## src/rtl/esp_resp_parser.sv

```systemverilog
// esp_resp_parser
// ---------------------------------------------------------------------------
// Receive side of the ESP32 AT-command link. Bytes from the UART receiver are
// split into CR/LF terminated lines; each completed line is classified against
// the fixed AT result keywords. One result code is returned per armed command
// over a valid/ready handshake. A countdown timer turns a silent module into a
// TIMEOUT result.
//
// Handshakes (both directions): a transfer happens on a rising clk edge where
// valid && ready are both high. Once res_valid is raised, res_code and
// res_valid stay stable until that transfer; rx_ready depends on state only.
//
// Ports:
//   clk        system clock
//   rst        asynchronous active-low reset
//   rx_data    received byte            rx_valid  byte valid
//   rx_ready   parser can accept a byte (low only while a result is pending)
//   arm        one-cycle pulse: a command was sent, wait for its result
//   res_code   1=OK 2=ERROR 3=FAIL 4=READY 5=PROMPT 6=SEND_OK 7=TIMEOUT 0=none
//   res_valid  res_code valid           res_ready controller consumes result
//   busy       high while waiting for a result
//   line_cnt   count of non-empty completed lines (wraps)
//   dbg_state  current FSM state (0=IDLE 1=WAIT 2=DONE)
// ---------------------------------------------------------------------------
module esp_resp_parser #(
  parameter int unsigned TIMEOUT_CYCLES = 100000000,
  parameter int unsigned MAX_LINE       = 32
) (
  input  logic       clk,
  input  logic       rst,
  input  logic [7:0] rx_data,
  input  logic       rx_valid,
  output logic       rx_ready,
  input  logic       arm,
  output logic [2:0] res_code,
  output logic       res_valid,
  input  logic       res_ready,
  output logic       busy,
  output logic [7:0] line_cnt,
  output logic [1:0] dbg_state
);

  localparam int TW = $clog2(TIMEOUT_CYCLES + 1);
  localparam int IW = $clog2(MAX_LINE + 1);
  localparam int NKW = 5;

  localparam logic [7:0] CH_CR     = 8'h0D;
  localparam logic [7:0] CH_LF     = 8'h0A;
  localparam logic [7:0] CH_PROMPT = 8'h3E;

  localparam logic [2:0] CODE_NONE    = 3'd0;
  localparam logic [2:0] CODE_PROMPT  = 3'd5;
  localparam logic [2:0] CODE_TIMEOUT = 3'd7;

  // Keywords left-aligned in 7 bytes; byte i sits at bits [55-8i -: 8].
  localparam logic [55:0] KW_TXT [NKW] = '{
    {"OK",    40'h0},
    {"ERROR", 16'h0},
    {"FAIL",  24'h0},
    {"ready", 16'h0},
    "SEND OK"
  };
  localparam int unsigned KW_LEN  [NKW] = '{2, 5, 4, 5, 7};
  localparam logic [2:0]  KW_CODE [NKW] = '{3'd1, 3'd2, 3'd3, 3'd4, 3'd6};

  typedef enum logic [1:0] {
    ST_IDLE = 2'd0,
    ST_WAIT = 2'd1,
    ST_DONE = 2'd2
  } state_t;

  state_t           state_q;
  logic [IW-1:0]    idx_q;
  logic [NKW-1:0]   flags_q;
  logic [TW-1:0]    timer_q;
  logic [7:0]       line_cnt_q;
  logic [2:0]       res_code_q;
  logic             res_valid_q;

  // Next-state values for the line matcher when a plain character arrives.
  logic [IW-1:0]    idx_d;
  logic [NKW-1:0]   flags_d;
  // Keyword match for the line that a LF would complete right now.
  logic             kw_hit;
  logic [2:0]       kw_code;

  always_comb begin
    flags_d = flags_q;
    kw_hit  = 1'b0;
    kw_code = CODE_NONE;
    for (int k = 0; k < NKW; k++) begin
      // A character past the keyword's end, or a differing one, rules it out.
      if (32'(idx_q) >= KW_LEN[k]) begin
        flags_d[k] = 1'b0;
      end else if (rx_data != KW_TXT[k][55 - 8*32'(idx_q) -: 8]) begin
        flags_d[k] = 1'b0;
      end
      if (flags_q[k] && (32'(idx_q) == KW_LEN[k])) begin
        kw_hit  = 1'b1;
        kw_code = KW_CODE[k];
      end
    end
    // Saturate so an over-long line cannot wrap back to a matching index.
    idx_d = (32'(idx_q) < MAX_LINE) ? idx_q + IW'(1) : idx_q;
  end

  logic byte_lf, byte_cr, byte_prompt;
  logic line_done, prompt_done;

  assign byte_lf     = rx_valid && (rx_data == CH_LF);
  assign byte_cr     = rx_valid && (rx_data == CH_CR);
  assign byte_prompt = rx_valid && (rx_data == CH_PROMPT) && (idx_q == '0);
  assign line_done   = byte_lf && (idx_q != '0) && kw_hit;
  assign prompt_done = byte_prompt;

  always_ff @(posedge clk or negedge rst) begin
    if (!rst) begin
      state_q     <= ST_IDLE;
      idx_q       <= '0;
      flags_q     <= '1;
      timer_q     <= '0;
      line_cnt_q  <= '0;
      res_code_q  <= CODE_NONE;
      res_valid_q <= 1'b0;
    end else begin
      unique case (state_q)
        ST_IDLE: begin
          // Bytes are accepted and dropped here.
          if (arm) begin
            state_q <= ST_WAIT;
            idx_q   <= '0;
            flags_q <= '1;
            timer_q <= TW'(TIMEOUT_CYCLES);
          end
        end

        ST_WAIT: begin
          if (arm) begin
            // Restart: any byte in this cycle and the partial line are lost.
            idx_q   <= '0;
            flags_q <= '1;
            timer_q <= TW'(TIMEOUT_CYCLES);
          end else begin
            timer_q <= timer_q - TW'(1);
            if (rx_valid && !byte_cr && !byte_prompt) begin
              if (byte_lf) begin
                if (idx_q != '0) begin
                  line_cnt_q <= line_cnt_q + 8'd1;
                  idx_q      <= '0;
                  flags_q    <= '1;
                end
              end else begin
                idx_q   <= idx_d;
                flags_q <= flags_d;
              end
            end
            // A completed match outranks a timer expiring in the same cycle.
            if (line_done) begin
              state_q     <= ST_DONE;
              res_code_q  <= kw_code;
              res_valid_q <= 1'b1;
            end else if (prompt_done) begin
              state_q     <= ST_DONE;
              res_code_q  <= CODE_PROMPT;
              res_valid_q <= 1'b1;
            end else if (timer_q == TW'(1)) begin
              state_q     <= ST_DONE;
              res_code_q  <= CODE_TIMEOUT;
              res_valid_q <= 1'b1;
            end
          end
        end

        ST_DONE: begin
          if (res_ready) begin
            state_q     <= ST_IDLE;
            res_code_q  <= CODE_NONE;
            res_valid_q <= 1'b0;
          end
        end

        default: state_q <= ST_IDLE;
      endcase
    end
  end

  assign rx_ready  = (state_q != ST_DONE);
  assign busy      = (state_q == ST_WAIT);
  assign res_code  = res_code_q;
  assign res_valid = res_valid_q;
  assign line_cnt  = line_cnt_q;
  assign dbg_state = state_q;

endmodule

```

## config.mk

```make
export PLATFORM = sky130hd
export DESIGN_NAME = esp_resp_parser
export DESIGN_NICKNAME = d
export VERILOG_FILES = /design/src/rtl/esp_resp_parser.sv
export SDC_FILE = /design/constraint.sdc
export NUM_CORES = 1
export LEC_CHECK = 0
export ABC_AREA = 1
export BUFFER_PORTS_ARGS = -buffer_cell sky130_fd_sc_hd__clkbuf_2
export CORE_ASPECT_RATIO = 0.5
export CORE_MARGIN = 2
export CORE_UTILIZATION = 55
export CTS_CLUSTER_SIZE = 24
export DETAILED_ROUTE_END_ITERATION = 10
export PLACE_DENSITY = 0.74
export SYNTH_ARGS = -nofsm -noshare
export SYNTH_HDL_FRONTEND = slang
export SYNTH_SLANG_ARGS = --single-unit
```

## constraint.sdc

```tcl
create_clock -name clk -period 3.09 [get_ports clk]
set_input_delay 0.309 -clock clk [delete_from_list [all_inputs] [get_ports clk]]
set_output_delay 0.309 -clock clk [all_outputs]
set_load 0.01 [all_outputs]
```

==> results.tsv, run 1 <==
stage	metric	value	unit
clock_network	Skew-Pair Late Insertion Delay	0.29	ns
layout	post-route cell area	0.00412	mm²
die	full die area	0.00744	mm²
die	Die Span Y	62.0	µm
detailed_routing	Iter 0 DRT Violations	242	
synthesis	register area share after synthesis	0.354	
clock_network	clock-pin slew on the worst setup and hold paths	0.07	ns
synthesis	YS warnings	0	
clock_network	CTS tree	done	
synthesis	Cell variety after synth	41	
global_routing	gr usage total	0.241	
power_and_ir_drop	P per Cell Area	735	mW/mm²
detailed_routing	Routed Antenna Nets	0	
critical_path	Worst Setup End Kind	flop	
sta	RSZ-0062 raised after global routing	no	
critical_path	Worst EP arrival	2.68	ns
place	Post-DP Area	0.00394	mm²
die	Die W	120	µm
global_routing	initial antenna violation count	0	
detailed_routing	vias post-DR	3525	
detailed_routing	average wire per standard cell	12.9	µm
layout	Ant. Diodes	0	
power_and_ir_drop	P_sw	0.00133	W
place	HPWL after DPL	6730	µm
power_and_ir_drop	clock share of power	0.212	
power_and_ir_drop	part of the power in combinational logic	0.467	
synthesis	Yosys reg bits	52	
synthesis	top_reg_cell synth	dfrtp_1	
global_routing	vias in the first global route	3057	
sta	Final Cycle Share	0.791	
critical_path	flop-to-flop setup slack	0.64	ns
synthesis	Avg Inst Size Synth	6.74	µm²
clock_network	H-tree levels	2	
sta	Max Freq	409	MHz
detailed_routing	DR pass1 iterations	7	
min_path	worst hold path class	input pin to flop	
power_and_ir_drop	leakage power	2.08	nW
layout	Final Util	0.625	
outcome	outcome	completed	
clock_network	# clock sinks	52	
synthesis	Syn Std Cell Area	0.00370	mm²
clock_network	Root Buffer	clkbuf_16	
sta	Max Slew Vio Count	0	
sta	clock skew	0.00474	ns
critical_path	critical path class	flop to flop	
layout	post-layout net count	605	
layout	area grow syn2layout	11.4	%
power_and_ir_drop	Flop pwr share	0.321	
detailed_routing	Routed WL	8690	µm
die	IO Count	29	
sta	Tightest Pin Transition	0.416	ns
die	Starting Density	0.561	
place	IO buf count	28	
power_and_ir_drop	internal cell power	0.00170	W
die	Row Count	21	
sta	final setup fails	0	
sta	setup TNS after final layout	0	ns
detailed_routing	# DRC	0	
power_and_ir_drop	switching fraction of total power	0.439	
global_routing	global-route wire length before repair	14100	µm
sta	Fin. Hold Viols	0	
critical_path	Setup crit start kind	flop	
synthesis	EDFF count, synth	0	
layout	share of layout cells above drive strength 1	0.134	
critical_path	CP max FO	10	
sta	worst hold slack	0.400	ns
sta	min Tclk post-route	2.45	ns
clock_network	Num CTS Buffers	5	
synthesis	post-synth net total	573	
detailed_routing	Via density	5.23	
synthesis	Mapped Cells	549	
place	GPL Wtd Cong	0.934	
synthesis	asr flop ratio synth	1.00	
layout	most frequent cells in the layout	nand2_1 (146), nor2_1 (82), inv_1 (61), nand3_1 (55), dfrtp_1 (47)	
global_routing	largest net degree at the start of global routing	21	
clock_network	clk buf depth	2	
global_routing	GR Overflow Total	0	
flow_run	max cap viols	0	
die	Core Footprint	0.00660	mm²
power_and_ir_drop	VDD IR max	0.319	mV
power_and_ir_drop	Final Total Pwr	0.00303	W
sta	Slew HR	0.719	
layout	most common cell after layout, fill and taps aside	nand2_1	
critical_path	critical path required time	3.33	ns
-- metrics by stage --
| step | std cells | setup slack, ns |
|---|---|---|
| finish | 674 | 0.644 |
| global route | 674 | 0.448 |
| CTS | 674 | 0.666 |
| detailed placement | 665 | 0.688 |
| global placement | 665 | 0.722 |
| floorplan | 549 | 0.987 |
-- cell usage after synthesis (2+ instances only) --
master	n	area share
nand3_2	3	0.0081
nor2_1	82	0.083
dfstp_2	5	0.036
o21ai_0	29	0.039
inv_1	61	0.062
nor3b_1	2	0.0041
nor3_1	10	0.014
nor2_2	4	0.0068
ha_1	11	0.037
nand2_4	2	0.0061
nand3_1	55	0.074
clkbuf_1	4	0.0041
nand2_1	146	0.15
o21ai_1	8	0.011
nand2_2	7	0.012
nand4_1	12	0.020
a21oi_1	22	0.030
xor2_1	5	0.012
nor2_4	2	0.0061
xnor2_1	4	0.0095
a21oi_4	2	0.0088
dfrtp_1	47	0.32
inv_2	7	0.0071
o211ai_1	2	0.0041
-- worst paths after layout --
path,startpoint,to,cells after the start
worst max-delay path,idx_q[0],flags_q[4],14
worst min-delay path,arm,idx_q[4],4
worst max register to register,idx_q[0],flags_q[4],14
worst min register to register,flags_q[0],flags_q[0],2
max in group asynchronous,rst,flags_q[0],3
min in group asynchronous,rst,timer_q[13],2
-- power by group through the flow --
| stage | logic, W | registers, W | clock network, W |
|---|---|---|---|
| 6_report | 0.00141 | 0.000972 | 0.000642 |
| 5_1_grt | 0.00163 | 0.00100 | 0.000685 |
| 4_1_cts | 0.00141 | 0.000972 | 0.000653 |
| 3_5_place_dp | 0.00140 | 0.000983 | 0 |
| 3_3_place_gp | 0.00140 | 0.000981 | 0 |
| 2_1_floorplan | 0.00107 | 0.000967 | 0 |
-- cell families after synthesis --
logic type	share of synthesized area
flops	0.354
fa+ha+maj	0.0372
buf+inv	0.0822
simple gates	0.399
xor+xnor	0.0213
mux	0.00304
compound gates	0.104
-- flip-flops by register name, summed over array words and instances (netlist names) --
signal,count
res_valid,1
idx_q,6
line_cnt,8
dbg_state,2
timer_q,27
res_code,3
flags_q,5
-- final cells by class --
cell class                 count  area (µm²)
multi-input combinational    420        2090
sequential                    52        1310
timing repair buffer          32         173
inverter                      70         265
clock inverter                 3        47.5
clock buffer                   5         125
fill                         608        2470
tap                           92         115
-- worst max-delay path: stages, from the launching register on --
cell and delay [ns]:
dfrtp_1 0.53, inv_1 0.23, ha_1 0.51, nand3_2 0.25
inv_1 0.15, nand2_1 0.12, nand2_1 0.09, nand2_1 0.05
nand2_1 0.06, nand2_1 0.05, nor2_1 0.11, nand3_1 0.09
nand2_1 0.06, nand2_1 0.05, nand2_1 0.05
-- metal layers --
| metal | part of all wire | vias up | track usage | wire, µm |
|---|---|---|---|---|
| li1 | - | 1838 | - | - |
| met2 | 0.44 | 96 | 0.417 | 3860 |
| met5 | 0 | - | 0 | 0 |
| met1 | 0.49 | 1575 | 0.325 | 4290 |
| met4 | 0.019 | 0 | 0.0689 | 163 |
| met3 | 0.044 | 16 | 0.0365 | 386 |
-- timing repair --
| item | in CTS | in global routing |
|---|---|---|
| hold buffers | 1 | 0 |
| setup buffers | 0 | 0 |
| endpoints found under the hold margin | 13 | 0 |
| resized for setup | 0 | 0 |
No activity file was read; power rests on OpenSTA's default activity.
==> run 2, diff against run 1 <==
--- a/config.mk
+++ b/config.mk
@@ -12,7 +12,7 @@
 export CORE_UTILIZATION = 55
 export CTS_CLUSTER_SIZE = 24
 export DETAILED_ROUTE_END_ITERATION = 10
-export PLACE_DENSITY = 0.74
+export PLACE_DENSITY = 0.77
 export SYNTH_ARGS = -nofsm -noshare
 export SYNTH_HDL_FRONTEND = slang
 export SYNTH_SLANG_ARGS = --single-unit
==> constraint.sdc (replaced) <==
create_clock -name clk -period 2.03 [get_ports clk]
set_input_delay 0.203 -clock clk [delete_from_list [all_inputs] [get_ports clk]]
set_output_delay 0.203 -clock clk [all_outputs]
set_load 0.01 [all_outputs]
==> run 2 against run 1 <==
Net effect: setup slack got worse by 0.70 ns; via count grew 17%; largest cell class unchanged; the flow now finishes with violations (setup timing); non-clock buffer count grew 60; power increased by 95%; wire length is 30% higher; clock skew up 0.0021 ns.
==> results.tsv, run 2 (synthesis results as in run 1) <==
stage	metric	value	unit	change
outcome	outcome	finished with violations		
outcome	failing checks	setup timing		
critical_path	worst path cell trace	nor2_1 -> nand2_1 -> nor3_4 -> nand4_1 -> nor2_1 -> nor2_1 -> a21boi_2 -> nand2_1 -> nand2_1 -> o21ai_1		
critical_path	flop-to-flop setup slack	-0.06	ns	-0.70 ns
layout	most frequent cells in the layout	nand2_1 (128), nor2_1 (61), buf_4 (60), inv_1 (50), nand3_1 (48)		
place	IO buf count	28		unchanged
power_and_ir_drop	internal cell power	0.00328	W	+93%
layout	most common cell after layout, fill and taps aside	nand2_1		
flow_run	max cap viols	0		unchanged
die	Row Count	21		unchanged
layout	area grow syn2layout	34.5	%	
power_and_ir_drop	part of the power in combinational logic	0.577		+0.110
sta	Final Cycle Share	1.03		+0.238
layout	Biggest register	timer_q		
clock_network	CTS tree	done		
global_routing	initial antenna violation count	0		unchanged
sta	RSZ-0062 raised after global routing	yes		
die	Die W	120	µm	unchanged
clock_network	H-tree levels	2		unchanged
die	Core Footprint	0.00660	mm²	unchanged
layout	Filler Cells Inserted	470		-23%
critical_path	CP bufs+invs	0		-2
critical_path	CP max FO	4		-6
detailed_routing	Routed WL	11300	µm	+30%
layout	share of layout cells above drive strength 1	0.327		+0.193
sta	worst hold slack	0.323	ns	-0.0775 ns
critical_path	Worst path max stage delay	0.40	ns	-0.13 ns
clock_network	clk buf depth	2		unchanged
global_routing	vias in the first global route	3660		+20%
critical_path	CP max stage cell	dfrtp_1		
die	IO Count	29		unchanged
sta	clock skew	0.00686	ns	+0.00213 ns
power_and_ir_drop	Flop pwr share	0.255		-0.066
clock_network	Skew-Pair Late Insertion Delay	0.29	ns	about the same
critical_path	Worst Setup End Kind	flop		
layout	Ant. Diodes	0		unchanged
power_and_ir_drop	leakage power	2.41	nW	+16%
detailed_routing	DR pass1 iterations	5		-2
global_routing	GR Overflow Total	0		unchanged
die	Starting Density	0.561		unchanged
power_and_ir_drop	clock share of power	0.167		-0.045
power_and_ir_drop	P_sw	0.00263	W	+97%
critical_path	Reg2Reg Depth	10		-4
clock_network	# clock sinks	52		unchanged
sta	Max Freq	479	MHz	+17%
sta	min Tclk post-route	2.09	ns	-0.357 ns
critical_path	CP Capture Point	dbg_state[1]		
critical_path	CP delay by family, top	simple AND/OR/NAND/NOR gates		
detailed_routing	Routed Antenna Nets	0		unchanged
critical_path	Worst EP arrival	2.26	ns	-0.42 ns
sta	fin worst setup slack	-0.0589	ns	-0.703 ns
place	HPWL after DPL	7190	µm	+6.8%
sta	Slew HR	0.713		-0.00664
power_and_ir_drop	VDD IR max	0.600	mV	+88%
critical_path	reg2reg end	dbg_state[1]		
min_path	worst hold path class	input pin to flop		
global_routing	largest net degree at the start of global routing	20		-4.8%
detailed_routing	average wire per standard cell	15.4	µm	+19%
critical_path	Worst path depth	10		-4
clock_network	Num CTS Buffers	5		unchanged
sta	Tightest Pin Transition	0.431	ns	+0.0144 ns
global_routing	global-route wire length before repair	16200	µm	+15%
sta	Fin. Hold Viols	0		unchanged
detailed_routing	# DRC	0		unchanged
global_routing	gr usage total	0.276		+0.0348
power_and_ir_drop	switching fraction of total power	0.445		+0.00585
sta	final setup fails	4		+4
critical_path	critical path class	flop to flop		
layout	max FFs per register	27		unchanged
detailed_routing	vias post-DR	4116		+17%
die	full die area	0.00744	mm²	unchanged
critical_path	crit path from	timer_q[13]		
power_and_ir_drop	P per Cell Area	1190	mW/mm²	+61%
critical_path	critical path required time	2.20	ns	-1.13 ns
detailed_routing	Iter 0 DRT Violations	358		+48%
detailed_routing	Via density	5.61		+7.2%
critical_path	Worst R2R Start	timer_q[13]		
sta	Max Slew Vio Count	0		unchanged
layout	post-layout net count	665		+9.9%
critical_path	Setup crit start kind	flop		
place	GPL Wtd Cong	0.991		+6.1%
die	Die Span Y	62.0	µm	unchanged
clock_network	Root Buffer	clkbuf_16		
place	DP Worst Slack	-0.126	ns	-0.814 ns
clock_network	clock-pin slew on the worst setup and hold paths	0.07	ns	about the same
[run 2: cell count changes in the layout (fill, tap and decap cells not counted), moves of 11 or more]
cell	delta
buf_4	+57
inv_1	-11
nand2_1	-18
nand2_2	+13
nor2_1	-21
nor2_2	+11
[run 2: final cells by class]
cell class | count | area (µm²) | area share
Sequential cell | 52 | 1310 | 0.264
Multi-Input combinational cell | 420 | 2450 | 0.492
Inverter | 70 | 275 | 0.0553
Clock buffer | 6 | 139 | 0.0279
Tap cell | 92 | 115 | 0.0231
Timing Repair Buffer | 92 | 643 | 0.129
Clock inverter | 2 | 38.8 | 0.00780
[run 2: routing by layer]
layer / up-vias / global-route usage / wire length [µm]
met5: - / 0 / 0
met4: 0 / 0.0958 / 318
met3: 36 / 0.0484 / 595
met2: 162 / 0.501 / 5660
met1: 1957 / 0.347 / 4730
li1: 1961 / - / -
[run 2: worst min-delay path by stage]
| stage | start | to | slack [ns] | cells after the start |
|---|---|---|---|---|
| 2_1_floorplan | rst | dbg_state[0] | -0.09 | 0 |
| 3_3_place_gp | rst | timer_q[11] | 0.17 | 1 |
| 3_5_place_dp | rst | timer_q[11] | 0.17 | 1 |
| 4_1_cts | arm | timer_q[1] | 0.32 | 4 |
| 5_1_grt | arm | timer_q[1] | 0.36 | 4 |
| 6_report | arm | timer_q[1] | 0.32 | 4 |
[run 2: through the flow]
stage          cells  setup TNS (ns)  utilization  power, W  cell area, µm²
2_1_floorplan    549               0            -   0.00310            3700
3_3_place_gp     699         -0.0569        0.636   0.00386            4200
3_5_place_dp     699          -0.218        0.636   0.00392            4200
4_1_cts          719        -0.00533        0.690   0.00522            4550
5_1_grt          734           -1.31        0.754   0.00628            4970
6_report         734          -0.129        0.754   0.00590            4970
[run 2: what timing repair did]
| action | CTS | global route |
|---|---|---|
| setup endpoints to repair | 6 | 25 |
| endpoints found under the hold margin | 17 | 0 |
| hold buffers | 1 | 0 |
| pin swaps | 10 | 34 |
| buffers inserted | 11 | 15 |
| resized for setup | 23 | 86 |
[run 2: power groups by stage]
stage          Sequential, W  Combinational, W  Clock, W
4_1_cts              0.00147           0.00275   0.00101
2_1_floorplan        0.00147           0.00163         0
3_5_place_dp         0.00148           0.00244         0
5_1_grt              0.00153           0.00371   0.00104
3_3_place_gp         0.00147           0.00239         0
6_report             0.00151           0.00341  0.000988
[run 2: worst reg2reg max path, cell delays in order, from the launching register on]
cell,delay (ns)
dfrtp_1,0.40
nor2_1,0.27
nand2_1,0.19
nor3_4,0.24
nand4_1,0.12
nor2_1,0.17
nor2_1,0.08
a21boi_2,0.19
nand2_1,0.14
nand2_1,0.10
o21ai_1,0.08
